## config.mk

```make
export PLATFORM = sky130hd
export DESIGN_NAME = tx_size_clr_ctrl_flat
export DESIGN_NICKNAME = d
export VERILOG_FILES = /design/src/rtl/tx_size_clr_ctrl_if.sv /design/src/rtl/tx_size_clr_ctrl.sv /design/src/flat_wrapper.sv
export SDC_FILE = /design/constraint.sdc
export NUM_CORES = 1
export LEC_CHECK = 0
export ABC_AREA = 0
export CAP_MARGIN = 20
export CORE_AREA = 2 2 41 43
export CTS_BUF_LIST = sky130_fd_sc_hd__clkbuf_8
export CTS_CLUSTER_SIZE = 16
export DETAILED_ROUTE_END_ITERATION = 6
export DIE_AREA = 0 0 43 45
export PLACE_DENSITY = 0.83
export SLEW_MARGIN = 20
export SYNTH_ARGS = -nofsm -noshare
export SYNTH_HDL_FRONTEND = slang
export SYNTH_SLANG_ARGS = --single-unit
```

## constraint.sdc

```tcl
create_clock -name clk -period 3.5 [get_ports clk]
set_input_delay 0.7 -clock clk [delete_from_list [all_inputs] [get_ports clk]]
set_output_delay 0.7 -clock clk [all_outputs]
set_load 0.1 [all_outputs]
```

## src/rtl/tx_size_clr_ctrl_if.sv

```systemverilog
// Bus between the buffer-reservation logic, the TX transaction tracker and
// the TX packet data-size clear controller.
interface tx_size_clr_ctrl_if #(
  parameter int MAX_PEND = 4
);
  localparam int CW = $clog2(MAX_PEND + 1);

  logic          buff_resv;
  logic          tx_trans_act;
  logic          tx_abort;
  logic          tx_pack_ds_clr;
  logic          timeout_err;
  logic          pend_ovf;
  logic [CW-1:0] pend_cnt;

  modport master (
    output buff_resv, tx_trans_act, tx_abort,
    input  tx_pack_ds_clr, timeout_err, pend_ovf, pend_cnt
  );

  modport slave (
    input  buff_resv, tx_trans_act, tx_abort,
    output tx_pack_ds_clr, timeout_err, pend_ovf, pend_cnt
  );
endinterface

```

## src/rtl/tx_size_clr_ctrl.sv

```systemverilog
// TX packet data-size clear controller: counts outstanding buffer
// reservations and, for each one, waits for a TX transaction to start and
// finish (or abort / time out), then strobes the clear for CLR_LEN cycles.
module tx_size_clr_ctrl #(
  parameter int MAX_PEND = 4,
  parameter int CLR_LEN  = 1,
  parameter int TIMEOUT  = 255
) (
  input  logic                clk,
  input  logic                n_rst,
  tx_size_clr_ctrl_if.slave   bus
);

  localparam int CW    = $clog2(MAX_PEND + 1);
  localparam int TW    = (TIMEOUT < 1) ? 1 : $clog2(TIMEOUT + 1);
  localparam int LW    = (CLR_LEN > 1) ? $clog2(CLR_LEN) : 1;
  localparam int TO_M1 = (TIMEOUT > 0) ? TIMEOUT - 1 : 0;

  typedef enum logic [1:0] {
    IDLE       = 2'd0,
    WAIT_START = 2'd1,
    WAIT_END   = 2'd2,
    CLEAR      = 2'd3
  } state_t;

  state_t        state_q, state_d;
  logic [CW-1:0] pend_cnt_q, pend_cnt_d;
  logic [TW-1:0] timer_q, timer_d;
  logic [LW-1:0] clr_cnt_q, clr_cnt_d;
  logic          timeout_err_q, timeout_err_d;
  logic          pend_ovf_q, pend_ovf_d;
  logic          inc, dec, cnt_full;

  // Reservation accounting: a reservation arriving on the final clear cycle
  // is accepted even at full count because a slot frees up in that cycle.
  always_comb begin
    cnt_full   = (pend_cnt_q == CW'(MAX_PEND));
    dec        = (state_q == CLEAR) && (clr_cnt_q == LW'(CLR_LEN - 1));
    inc        = bus.buff_resv && (!cnt_full || dec);
    pend_ovf_d = bus.buff_resv && cnt_full && !dec;
    pend_cnt_d = pend_cnt_q;
    if (inc && !dec) begin
      pend_cnt_d = pend_cnt_q + 1'b1;
    end else if (dec && !inc) begin
      pend_cnt_d = pend_cnt_q - 1'b1;
    end
  end

  // Next-state logic for the per-reservation wait/clear sequence.
  always_comb begin
    state_d       = state_q;
    timer_d       = '0;
    clr_cnt_d     = '0;
    timeout_err_d = 1'b0;
    case (state_q)
      IDLE: begin
        if (bus.buff_resv || (pend_cnt_q != '0)) begin
          state_d = WAIT_START;
        end
      end
      WAIT_START: begin
        timer_d = timer_q + 1'b1;
        if (bus.tx_abort) begin
          state_d = CLEAR;
        end else if (bus.tx_trans_act) begin
          state_d = WAIT_END;
        end else if ((TIMEOUT != 0) && (timer_q == TW'(TO_M1))) begin
          state_d       = CLEAR;
          timeout_err_d = 1'b1;
        end
      end
      WAIT_END: begin
        if (bus.tx_abort || !bus.tx_trans_act) begin
          state_d = CLEAR;
        end
      end
      CLEAR: begin
        if (dec) begin
          state_d = IDLE;
        end else begin
          clr_cnt_d = clr_cnt_q + 1'b1;
        end
      end
      default: state_d = IDLE;
    endcase
  end

  // State, counters and one-cycle status flags.
  always_ff @(posedge clk or negedge n_rst) begin
    if (!n_rst) begin
      state_q       <= IDLE;
      pend_cnt_q    <= '0;
      timer_q       <= '0;
      clr_cnt_q     <= '0;
      timeout_err_q <= 1'b0;
      pend_ovf_q    <= 1'b0;
    end else begin
      state_q       <= state_d;
      pend_cnt_q    <= pend_cnt_d;
      timer_q       <= timer_d;
      clr_cnt_q     <= clr_cnt_d;
      timeout_err_q <= timeout_err_d;
      pend_ovf_q    <= pend_ovf_d;
    end
  end

  assign bus.tx_pack_ds_clr = (state_q == CLEAR);
  assign bus.timeout_err    = timeout_err_q;
  assign bus.pend_ovf       = pend_ovf_q;
  assign bus.pend_cnt       = pend_cnt_q;

endmodule

```

## src/flat_wrapper.sv

```systemverilog
// flat-port wrapper written by rule: the top's interface ports become plain ports
module tx_size_clr_ctrl_flat 
#(
  parameter int MAX_PEND = 4,
  parameter int CLR_LEN  = 1,
  parameter int TIMEOUT  = 255
)
  (clk, n_rst, bus_buff_resv, bus_tx_trans_act, bus_tx_abort, bus_tx_pack_ds_clr, bus_timeout_err, bus_pend_ovf, bus_pend_cnt);
  tx_size_clr_ctrl_if #(.MAX_PEND(MAX_PEND)) bus_i ();
  input  logic clk;
  input  logic n_rst;
  input wire logic [$bits(bus_i.buff_resv)-1:0] bus_buff_resv;
  input wire logic [$bits(bus_i.tx_trans_act)-1:0] bus_tx_trans_act;
  input wire logic [$bits(bus_i.tx_abort)-1:0] bus_tx_abort;
  output wire logic [$bits(bus_i.tx_pack_ds_clr)-1:0] bus_tx_pack_ds_clr;
  output wire logic [$bits(bus_i.timeout_err)-1:0] bus_timeout_err;
  output wire logic [$bits(bus_i.pend_ovf)-1:0] bus_pend_ovf;
  output wire logic [$bits(bus_i.pend_cnt)-1:0] bus_pend_cnt;
  assign bus_i.buff_resv = bus_buff_resv;
  assign bus_i.tx_trans_act = bus_tx_trans_act;
  assign bus_i.tx_abort = bus_tx_abort;
  assign bus_tx_pack_ds_clr = bus_i.tx_pack_ds_clr;
  assign bus_timeout_err = bus_i.timeout_err;
  assign bus_pend_ovf = bus_i.pend_ovf;
  assign bus_pend_cnt = bus_i.pend_cnt;
  tx_size_clr_ctrl #(.MAX_PEND(MAX_PEND), .CLR_LEN(CLR_LEN), .TIMEOUT(TIMEOUT)) u_core (.clk(clk), .n_rst(n_rst), .bus(bus_i));
endmodule
```

After elaboration in Yosys (flattened, before gate mapping) --
Index checks and enable logic that the tools add are counted.
Cells by class: multiplexer cells 16, bitwise logic cells 1, reductions and logical operators 17, add/subtract/negate cells 4, eq/ne operators 9
Operators by type and width (number):
- 2-to-1 mux 2 bit | 6
- adder 8 x 1 -> 8 bit, second input constant | 1
- equality test 8 bit, second input constant | 1
- 2-to-1 mux 8 bit | 1
- one-hot mux 2 bit (4 select lines) | 1
- logical AND 1 bit | 6
- 2-to-1 mux 1 bit | 6
- 2-to-1 mux 3 bit | 2
- != test 2 x 1 -> 1 bit, second input constant | 3
- equality test 2 bit, second input constant | 2
- logical NOT 1 bit | 4
- != test 4 x 3 -> 1 bit, second input constant | 1
- AND reduction 4 bit | 1
- adder 3 x 1 -> 3 bit, second input constant | 1
- equality test 3 bit, second input constant | 1
- logical OR 1 bit | 3
- nonzero test 3 bit | 1
- subtractor 3 x 1 -> 3 bit, second input constant | 1
- equality test 2 x 1 -> 1 bit, second input constant | 1
- logical NOT 2 bit | 1
- nonzero test 2 bit | 1
- adder 1 bit, second input constant | 1
- inverter 1 bit | 1
Storage, ports and cells: bits in registers 16, input port bits 5, output and inout port bits 6, logic and storage cells 53

Depth between registers and ports, before layout --
depth after elaboration 8, depth in mapped cells 9, depth with buffers taken out 9

Least setup slack after synthesis --
No wires, ideal clock.
path kind flip-flop to flip-flop, start reg u_core.state_q[1], end reg u_core.pend_cnt_q[2] (netlist: u_core.bus.pend_cnt[2]), setup time 0.163 ns, required time 3.337 ns, period minus slack after synthesis 2.692 ns, slack 0.808 ns, arrival 2.529 ns, path buffers 0, stages on the path, launching flop included 10, cells stage by stage dfrtp_1 ha_1 nand2b_1 a31oi_1 ha_1 inv_1 fa_1 xor2_1 nor2_1 xor2_1
Between the ends: longest elaborated chain between the ends 7
RTL lines:
- from (decl) | line tx_size_clr_ctrl.sv:26 | state_t state_q, state_d;
- from (signal assigned) | line tx_size_clr_ctrl.sv:98 | state_q <= state_d;
- equality test 2 bit (*)
- named net bus_tx_pack_ds_clr | line flat_wrapper.sv:15 | output wire logic [$bits(bus_i.tx_pack_ds_clr)-1:0] bus_tx_pack_ds_clr;
- logical AND 1 bit (*) | line tx_size_clr_ctrl.sv:38 | dec = (state_q == CLEAR) && (clr_cnt_q == LW'(CLR_LEN - 1));
- logical OR 1 bit | line tx_size_clr_ctrl.sv:39 | inc = bus.buff_resv && (!cnt_full || dec);
- logical AND 1 bit | line tx_size_clr_ctrl.sv:39
- logical NOT 1 bit | line tx_size_clr_ctrl.sv:44 | end else if (dec && !inc) begin
- logical AND 1 bit | line tx_size_clr_ctrl.sv:44
- nonzero test 2 bit (no line)
- to (signal assigned) | line tx_size_clr_ctrl.sv:99 | pend_cnt_q <= pend_cnt_d;
- to (decl) | line tx_size_clr_ctrl.sv:27 | logic [CW-1:0] pend_cnt_q, pend_cnt_d;
Mark *: on every way through the listed nets, which the timed path passes. The rest lies on a longest branch. A chain may end at the register's enable or synchronous reset.

Worst setup path in the final report --
start reg u_core.pend_cnt_q[2] (netlist: u_core.bus.pend_cnt[2]), end out bus_pend_cnt[2]
RTL lines:
- to (decl) | line flat_wrapper.sv:18 | output wire logic [$bits(bus_i.pend_cnt)-1:0] bus_pend_cnt;
No word-level cell between the ends.

==> results.md <==
- Core Area: 1470 sq um
- Area leader, netlist: dfrtp_1
- Pleak: 0.489 nW
- Startpoint class of the critical path: flop
- CTS max path bufs: 2
- Antenna-violating nets left: 0
- Diodes inserted: 0
- Synth top area cells: dfrtp_1 47%, ha_1 12%, xnor2_1 6.2%
- Max stage delay on crit path: roughly 1.2 ns
- Row count: 14
- DRT met1 WL: 624 um
- Initial antenna violation count: 0
- Initial core utilization: 58.0%
- Final Cycle Share: 72.6%
- DRT Pass-1 Iters: 4
- Final setup TNS: 0 ns
- Fin. Hold Viols: 0
- Critical path peak fanout: 5
- Max Cap Viol: 0
- Avg WL per Cell: 13.9 um
- Setup Fix Bufs, Post-CTS: 0
- Post-synthesis cell area: 853 sq um
- Vias in the first global route: 600
- PostCTS Resize Cnt: 0
- Final Hold Slack: 0.531 ns
- CTS Hold Buffers Added: 0
- Worst hold path class: flop to flop
- Syn Nets: 90
- Top_reg_cell synth: dfrtp_1
- Final core occ: between 60% and 70%
- Top-area cell type share of the netlist area: between 40% and 50%
- #FFs+latches synth: 16
- CP delay by family, top: buffers and inverters
- RSZ-0062 raised after global routing: false
- Clock transition at path regs: 0.06 ns
- Pwr Density: 894 nW/um^2
- Vias: 584
- List of most frequent post-synthesis cells: 16 x dfrtp_1, 8 x ha_1, 6 x and2_1, 6 x inv_1, 6 x xnor2_1
- Number of top-level pins: 11
- Syn. warnings: 0
- Largest net degree at the start of global routing: 17
- Metal3 WL: 61 um
- Slew HR: 35.5%
- Crit path cell chain: clkdlybuf4s50_1
- Crit path time final: 2.54 ns
- Skew-Pair Late Insertion Delay: 0.24 ns
- Final WL: 1460 um
- Distinct cell type count of the synthesized netlist: 26
- Highest Signal Layer: met4
- CTS sink cnt: 16
- Routability cong.: around 0.8
- Htree depth: 1
- CP Data Required Time: 2.80 ns
- CTS buffer count: 3
- Post-DR vias/cell: 5.56
- Setup ws final: about 0.96 ns
- Crit. End Element: output port
- CTS tree: done
- Data arrival, critical path: between 1.5 and 2 ns
- Synth Instances: 76
- FMAX: 393 MHz
- Buf/Inv on CP: 1
- Worst Tran Pin Value: about 0.96 ns
- Die height: around 45 um
- Slew Viols, Final: 0
- Remaining DRCs: 0
- Setup-failing EPs final: 0
- Root buf cell: clkbuf_8
- Iter 0 DRT Violations: 7
- Final clock skew: 0.00324 ns
- Met2 WL: 747 um
- Mapped Avg Cell Area: around 11 sq um
- Layout Nets: 105
- Crit Path Class: flop to output port
- P&R area growth vs syn: 18.3%
- All-layer global routing usage: between 10% and 20%
- Synth async-reset ratio: between 90% and 100%
- Share of layout cells above drive strength 1: between 7 and 8%
- EDFF count, synth: 0
- DP HPWL: 1110 um
- First-pass GRT wire length: roughly 2600 um
- IO buf count: 10
- CP max-delay cell: clkdlybuf4s50_1
- Worst slack, placed: 0.979 ns
- DIE AREA: 1940 sq um
- Count leader, synth: dfrtp_1
- Sequential area share after synthesis: approximately 47%
- Die extent in x: 43 um
- VDD IR-drop max: between 0.8 and 0.9 mV
- Status: finished, final reports clean
- Remaining global-route overflow: 0
## layer usage
| layer | GRT usage [%] | vias to the layer above |
|---|---|---|
| met5 | 0 | - |
| met4 | 11.5 | 0 |
| met3 | 6.40 | 6 |
| met2 | 31.5 | 14 |
| met1 | 20.1 | 280 |
| li1 | - | 284 |
## cell usage in the layout, fill, tap and decap left out, types with 2 or more instances in the layout
| master | n |
|---|---|
| clkdlybuf4s50_1 | 8 |
| clkbuf_8 | 3 |
| nor2b_1 | 2 |
| inv_1 | 6 |
| nand4_1 | 2 |
| xnor2_1 | 6 |
| nor2_1 | 5 |
| ha_1 | 8 |
| nand2_1 | 2 |
| buf_4 | 2 |
| dfrtp_1 | 16 |
| nand3_1 | 5 |
| and2_1 | 6 |
| xor2_1 | 3 |
## where the power goes
part / total, W / switching (W) / internal (W)
clock: 0.000131 / 0.0000551 / 0.0000760
sequential: 0.000286 / 0.0000553 / 0.000230
combinational: 0.000486 / 0.000329 / 0.000157
## path summary, 6_finish.rpt
kind                                          end  depth (start not counted)              startpoint  slack (ns)
worst max-delay path              bus_pend_cnt[2]                          1  u_core.bus.pend_cnt[2]        0.96
worst max register to register  u_core.state_q[1]                          6       u_core.state_q[1]        1.43
worst min register to register  u_core.timer_q[0]                          1       u_core.timer_q[0]        0.53
worst min-delay path            u_core.timer_q[0]                          1       u_core.timer_q[0]        0.53
min in group asynchronous       u_core.timer_q[6]                          1                   n_rst        0.88
max in group asynchronous       u_core.timer_q[4]                          1                   n_rst        2.17
## sequential cells by signal, indices dropped and copies added (netlist names)
register,cells
u_core.bus.pend_cnt,3
u_core.state_q,2
u_core.bus.timeout_err,1
u_core.bus.pend_ovf,1
u_core.timer_q,8
u_core.clr_cnt_q,1
## cell type report
| class | instances | area, sq um |
|---|---|---|
| Clock buffer | 3 | 41.3 |
| Inverter | 6 | 22.5 |
| Multi-Input combinational cell | 54 | 430 |
| Fill cell | 122 | 462 |
| Tap cell | 16 | 20.0 |
| Timing Repair Buffer | 10 | 95.1 |
| Sequential cell | 16 | 400 |
## cell families (layout without fill, tap and decap cells)
| family | after synthesis | count (layout) | share of synthesized area [%] |
|---|---|---|---|
| AOI/OAI and AO/OA | 6 | 6 | 6.01 |
| xor gates and xnor gates | 9 | 9 | 9.24 |
| adders and majority gates | 9 | 9 | 14.1 |
| buffers and inverters | 6 | 19 | 2.64 |
| DFF | 16 | 16 | 46.9 |
| muxes | 2 | 2 | 2.64 |
| other | 1 | 1 | 0.439 |
| and+or+nand+nor | 27 | 27 | 18.0 |
## per-stage QoR
stage / area [sq um] / total power [W] / instances
final: 1010 / 0.000903 / 105
after global routing: 1010 / 0.000968 / 105
after CTS: 1010 / 0.000912 / 105
after detailed placement: 968 / 0.000775 / 102
after global placement: 968 / 0.000757 / 102
after floorplan: 853 / 0.000663 / 76
## worst reg2reg max path, stage by stage, from the launching register on
cell and delay [ns]:
dfrtp_1 0.43, inv_1 0.14, ha_1 0.34, or3b_1 0.40, a41o_1 0.25, nand3_2 0.08, mux2_1 0.32
Power figures use the tool's default switching activity.
